--- src/rtl/hazard_ctrl.sv ---
// Pipeline hazard controller: load-use stalls, branch flushes and memory-wait freezes,
// with a watchdog pulse for slow loads and a saturating stall-cycle counter.
module hazard_ctrl #(
    parameter int TIMEOUT = 16,
    parameter int CNT_W   = 16
) (
    input  logic             clk,
    input  logic             rst_n,
    input  logic [4:0]       id_adr1,
    input  logic [4:0]       id_adr2,
    input  logic             id_rs1_used,
    input  logic             id_rs2_used,
    input  logic [4:0]       ex_wa,
    input  logic             ex_mem_read,
    input  logic             branch_taken,
    input  logic             mem_ready,
    output logic             stall_fe,
    output logic             bubble_ex,
    output logic             flush_id,
    output logic             freeze_all,
    output logic             mem_timeout,
    output logic [CNT_W-1:0] stall_cycles
);

    typedef enum logic {
        RUN,
        MEM_WAIT
    } state_t;

    localparam logic [7:0]       WAIT_MAX  = 8'hFF;
    localparam logic [7:0]       TO_PRE    = 8'(TIMEOUT - 1);
    localparam logic [CNT_W-1:0] STALL_MAX = '1;

    state_t           state_q, state_d;
    logic [7:0]       wait_cnt_q, wait_cnt_d;
    logic             load_in_mem_q, load_in_mem_d;
    logic             mem_timeout_q, mem_timeout_d;
    logic [CNT_W-1:0] stall_cycles_q, stall_cycles_d;

    logic rs1_hit;
    logic rs2_hit;
    logic load_use;

    // Hazard detection and the priority resolution: freeze > branch > load-use.
    assign rs1_hit  = id_rs1_used && (id_adr1 == ex_wa);
    assign rs2_hit  = id_rs2_used && (id_adr2 == ex_wa);
    assign load_use = ex_mem_read && (ex_wa != 5'd0) && (rs1_hit || rs2_hit);

    assign freeze_all = load_in_mem_q && !mem_ready;
    assign stall_fe   = freeze_all || (!branch_taken && load_use);
    assign bubble_ex  = !freeze_all && (branch_taken || load_use);
    assign flush_id   = !freeze_all && branch_taken;

    assign mem_timeout  = mem_timeout_q;
    assign stall_cycles = stall_cycles_q;

    always_comb begin
        // NOTE: every _d gets a default first so no path through the case leaves a latch.
        state_d        = state_q;
        wait_cnt_d     = wait_cnt_q;
        mem_timeout_d  = 1'b0;
        load_in_mem_d  = freeze_all ? load_in_mem_q : ex_mem_read;
        stall_cycles_d = stall_cycles_q;

        if (stall_fe && (stall_cycles_q != STALL_MAX)) begin
            stall_cycles_d = stall_cycles_q + 1'b1;
        end

        case (state_q)
            RUN: begin
                if (freeze_all) begin
                    state_d    = MEM_WAIT;
                    wait_cnt_d = 8'd1;
                end
            end
            MEM_WAIT: begin
                if (freeze_all) begin
                    if (wait_cnt_q != WAIT_MAX) begin
                        wait_cnt_d = wait_cnt_q + 8'd1;
                    end
                    // Saturation at 255 keeps this to one pulse per episode.
                    mem_timeout_d = (wait_cnt_q == TO_PRE);
                end else begin
                    state_d    = RUN;
                    wait_cnt_d = 8'd0;
                end
            end
            default: begin
                state_d    = RUN;
                wait_cnt_d = 8'd0;
            end
        endcase
    end

    always_ff @(posedge clk or negedge rst_n) begin
        if (!rst_n) begin
            state_q        <= RUN;
            wait_cnt_q     <= 8'd0;
            load_in_mem_q  <= 1'b0;
            mem_timeout_q  <= 1'b0;
            stall_cycles_q <= '0;
        end else begin
            // NOTE: non-blocking assignments so every flop samples the pre-edge values.
            state_q        <= state_d;
            wait_cnt_q     <= wait_cnt_d;
            load_in_mem_q  <= load_in_mem_d;
            mem_timeout_q  <= mem_timeout_d;
            stall_cycles_q <= stall_cycles_d;
        end
    end

endmodule

--- config.mk ---
export PLATFORM = sky130hd
export DESIGN_NAME = hazard_ctrl
export DESIGN_NICKNAME = d
export VERILOG_FILES = /design/src/rtl/hazard_ctrl.sv
export SDC_FILE = /design/constraint.sdc
export NUM_CORES = 1
export LEC_CHECK = 0
export BUFFER_PORTS_ARGS = -buffer_cell sky130_fd_sc_hd__clkbuf_2
export CORE_MARGIN = 2
export CORE_UTILIZATION = 35
export DETAILED_ROUTE_END_ITERATION = 8
export HOLD_SLACK_MARGIN = 0.06
export MAX_ROUTING_LAYER = met4
export PLACE_DENSITY = 0.59
export SYNTH_ARGS = -nofsm -noshare
export SYNTH_HDL_FRONTEND = slang
export SYNTH_SLANG_ARGS = --single-unit
--- constraint.sdc ---
create_clock -name clk -period 2.8 [get_ports clk]
set_clock_uncertainty 0.2 [all_clocks]
set_input_delay 0 -clock clk [delete_from_list [all_inputs] [get_ports clk]]
set_output_delay 0 -clock clk [all_outputs]
set_load 0.05 [all_outputs]
==> metrics.log <==
INFO  metric cts_inserted_buffers = 3
INFO  metric root_buffer = clkbuf_8
INFO  metric grt_start_max_net_pins = 28
INFO  metric crit_path_end_kind = flip-flop
INFO  metric drv_cap = 0
INFO  metric timing.critical_path.arrival = 2.28 ns
INFO  metric synthesis.yosys.warnings = 0
INFO  metric postSynthNetCount = 174
INFO  metric tritoncts_num_sinks = 27
INFO  metric die_w = 70.5 um
INFO  metric clk_transition_reported_paths = 0.10 ns
INFO  metric crit_chain = ha_1 -> nand4_2 -> nor2_2 -> inv_2 -> nor3_4 -> nor2_2 -> mux2_4
INFO  metric post-synth-top-area-fraction = 0.437
INFO  metric drt-pass1-iter-count = 4
INFO  metric initial_core_util = 0.360
INFO  metric ys_ff_latch = 27
INFO  metric design.core.area = 4290 um^2
INFO  metric fin_tns_setup = 0 ns
INFO  metric number_of_synthesized_flops_with_an_enable_pin = 0
INFO  metric floorplan.die_area = 4970 um^2
INFO  metric worst_setup_path_start_kind = flip-flop
INFO  metric max_stage_delay = 0.47 ns
INFO  metric cp_max_fo = 9
INFO  metric largest_area_contributor_in_the_synthesized_netlist = dfrtp_1
INFO  metric leading_register_cell_type_out_of_synthesis = dfrtp_1
INFO  metric power.density = 589 nW/um^2
INFO  metric preCtsSetupSlack = 0.516 ns
INFO  metric die-height = 70.5 um
INFO  metric layout-area-overhead-vs-synth = 22.8%
INFO  metric setup_slack = 0.491 ns
INFO  metric netlist-cell-type-count = 39
INFO  metric routed_via_density = 4.98
INFO  metric final_layout_size_suffix_gt1_frac = 0.337
INFO  metric synth.cell_area = 1550 um^2
INFO  metric post-synth-top-count-cell = dfrtp_1
INFO  metric holdCritPathClass = in -> async
INFO  metric placement_rows = 24
INFO  metric clock.fmax = 433 MHz
INFO  metric synthTopCellsByCount = 27 x dfrtp_1, 14 x xor2_1, 12 x nand2_1, 11 x xnor2_1, 10 x o21ai_0
INFO  metric fin_crit_sh = 0.824
INFO  metric grt_antenna_before_repair = 0
INFO  metric final-instance-count-excl-fill = 251
INFO  metric reg2reg_slack = 0.49 ns
INFO  metric depth_of_the_cts_h_tree = 1
INFO  metric timing_max_transition_violations_final = 0
INFO  metric timing.critical_path.slowest_stage_cell = nor3_4
INFO  metric drc = 0
INFO  metric hold-worst-slack = 0.0822 ns
INFO  metric fillers = 436
INFO  metric critical-path-top-cell-by-count = nor2_2
INFO  metric tritoncts = yes
INFO  metric globalplace.congestion = 0.696
INFO  metric status = completed
INFO  metric rsz0062_at_grt = false
INFO  metric utilization = 0.443
INFO  metric antenna_left = 0
INFO  metric detail_route.iter0.violations = 36
INFO  metric vias = 1251
INFO  metric gr-total-overflow = 0
INFO  metric min_period = 2.31 ns
INFO  metric ys_async_sr_fraction = 1.00
INFO  metric tightest_slew = 0.670 ns
INFO  metric nNetsFinal = 224
INFO  metric routed_wl = 3100 um
INFO  metric synthCells = 150
INFO  metric static_leak = 0.000918 uW
INFO  metric post_synthesis_mean_instance_area = 10.3 um^2
INFO  metric ioPinCount = 43
INFO  metric cts.repair_timing.setup_buffer_count = 0
INFO  metric antenna-diode-count = 0
INFO  metric vdd_drop_max = 234 uV
INFO  metric clkLatencyLatePin = 0.27 ns
INFO  metric place_inst = 243
INFO  metric ys_seq_area_frac = 0.437
INFO  metric netlist_top_cells_area = dfrtp_1 44%, xor2_1 7.9%, xnor2_1 6.2%
INFO  metric detailed_place_hpwl = 2400 um
INFO  metric io_buffer_count = 42
INFO  metric worst_slew_margin_rel = 0.553
INFO  metric global_route_wire_length_before_repair = 5420 um
INFO  metric grt_use_total = 0.138
INFO  metric worst-setup-path-type = reg -> reg
INFO  metric finalSetupViolations = 0
INFO  metric critPathRequiredTime = 2.77 ns
INFO  metric final_hold_viol_count = 0
INFO  metric clock_tree.buffer_depth = 2
INFO  metric route.detailed.wl_per_inst = 12.3 um
INFO  metric number_of_global_route_vias_before_repair = 1212
worst paths after layout:
check                           cells after the start                           end                          from
worst max-delay path                                7   stall_cycles[1]$_DFFE_PN0P_   stall_cycles[0]$_DFFE_PN0P_
worst min-delay path                                2   stall_cycles[4]$_DFFE_PN0P_                         rst_n
worst max register to register                      7   stall_cycles[1]$_DFFE_PN0P_   stall_cycles[0]$_DFFE_PN0P_
worst min register to register                      1  stall_cycles[15]$_DFFE_PN0P_  stall_cycles[15]$_DFFE_PN0P_
max in group asynchronous                           2   stall_cycles[9]$_DFFE_PN0P_                         rst_n
min in group clk                                    5   stall_cycles[7]$_DFFE_PN0P_                  branch_taken
report_power, final:
| part | leakage (uW) | internal, uW | switching [uW] |
|---|---|---|---|
| registers | 0.000354 | 439 | 65.8 |
| clock network | 0.0000217 | 101 | 126 |
| logic | 0.000543 | 118 | 270 |
stage by stage:
step           power [uW]  instance area (um^2)
2_1_floorplan         789                  1550
3_3_place_gp          894                  1810
3_5_place_dp          900                  1810
4_1_cts              1140                  1900
5_1_grt              1180                  1900
6_report             1120                  1900
registers in the layout, indices dropped and copies added, names as in the netlist:
signal         count
load_in_mem_q      1
stall_cycles      16
state_q            1
mem_timeout        1
wait_cnt_q         8
what timing repair did:
action	4_1_cts	5_1_grt
resized for setup	0	0
hold buffers	4	0
hold endpoints to repair	31	0
layer usage:
layer | wire length [um] | vias up | GRT usage
li1 | - | 626 | -
met1 | 1430 | 580 | 0.181
met2 | 1470 | 43 | 0.218
met3 | 183 | 2 | 0.0303
met4 | 11 | 0 | 0.0321
met5 | 0 | - | -
logic make-up after synthesis:
kind of cell	after synthesis	synth area share
compound gates	22	0.103
flops	27	0.437
xor+xnor	25	0.141
buf+inv	5	0.0170
fa+ha+maj	2	0.0162
simple gates	66	0.263
mux	3	0.0234
layout make-up:
type,instances,area [um^2],share of cell area
multi-input cells,118,846,0.445
inverters,4,15.0,0.00790
flip-flops and latches,27,676,0.355
clock inverters,1,7.51,0.00395
well taps,52,65.1,0.0342
repair buffers,46,250,0.132
clock buffers,3,41.3,0.0217
layout by cell type, fill, tap and decap left out, types with 2 or more instances in the layout:
master,n
xnor2_1,11
nor3_2,7
inv_1,3
ha_1,2
o31ai_1,2
dfrtp_1,27
nand3_1,9
nor4_1,3
clkbuf_8,3
dlygate4sd3_1,4
a31oi_1,2
clkbuf_2,42
xor2_1,14
nor3_1,3
and3_1,3
nand2_1,12
nand4_1,3
or4_1,2
nor2_1,8
nor2_2,3
o22ai_1,3
o21ai_0,10
nand2b_1,4
critical path: cells and delay by family (launching register included):
| kind | cells | cell delay [ns] |
|---|---|---|
| buffers and inverters | 1 | 0.07 |
| adder cells (fa/ha/maj) | 1 | 0.21 |
| AND/OR/NAND/NOR | 4 | 0.98 |
| multiplexers | 1 | 0.31 |
| flip-flops | 1 | 0.42 |
No activity file was read; power rests on OpenSTA's default activity.
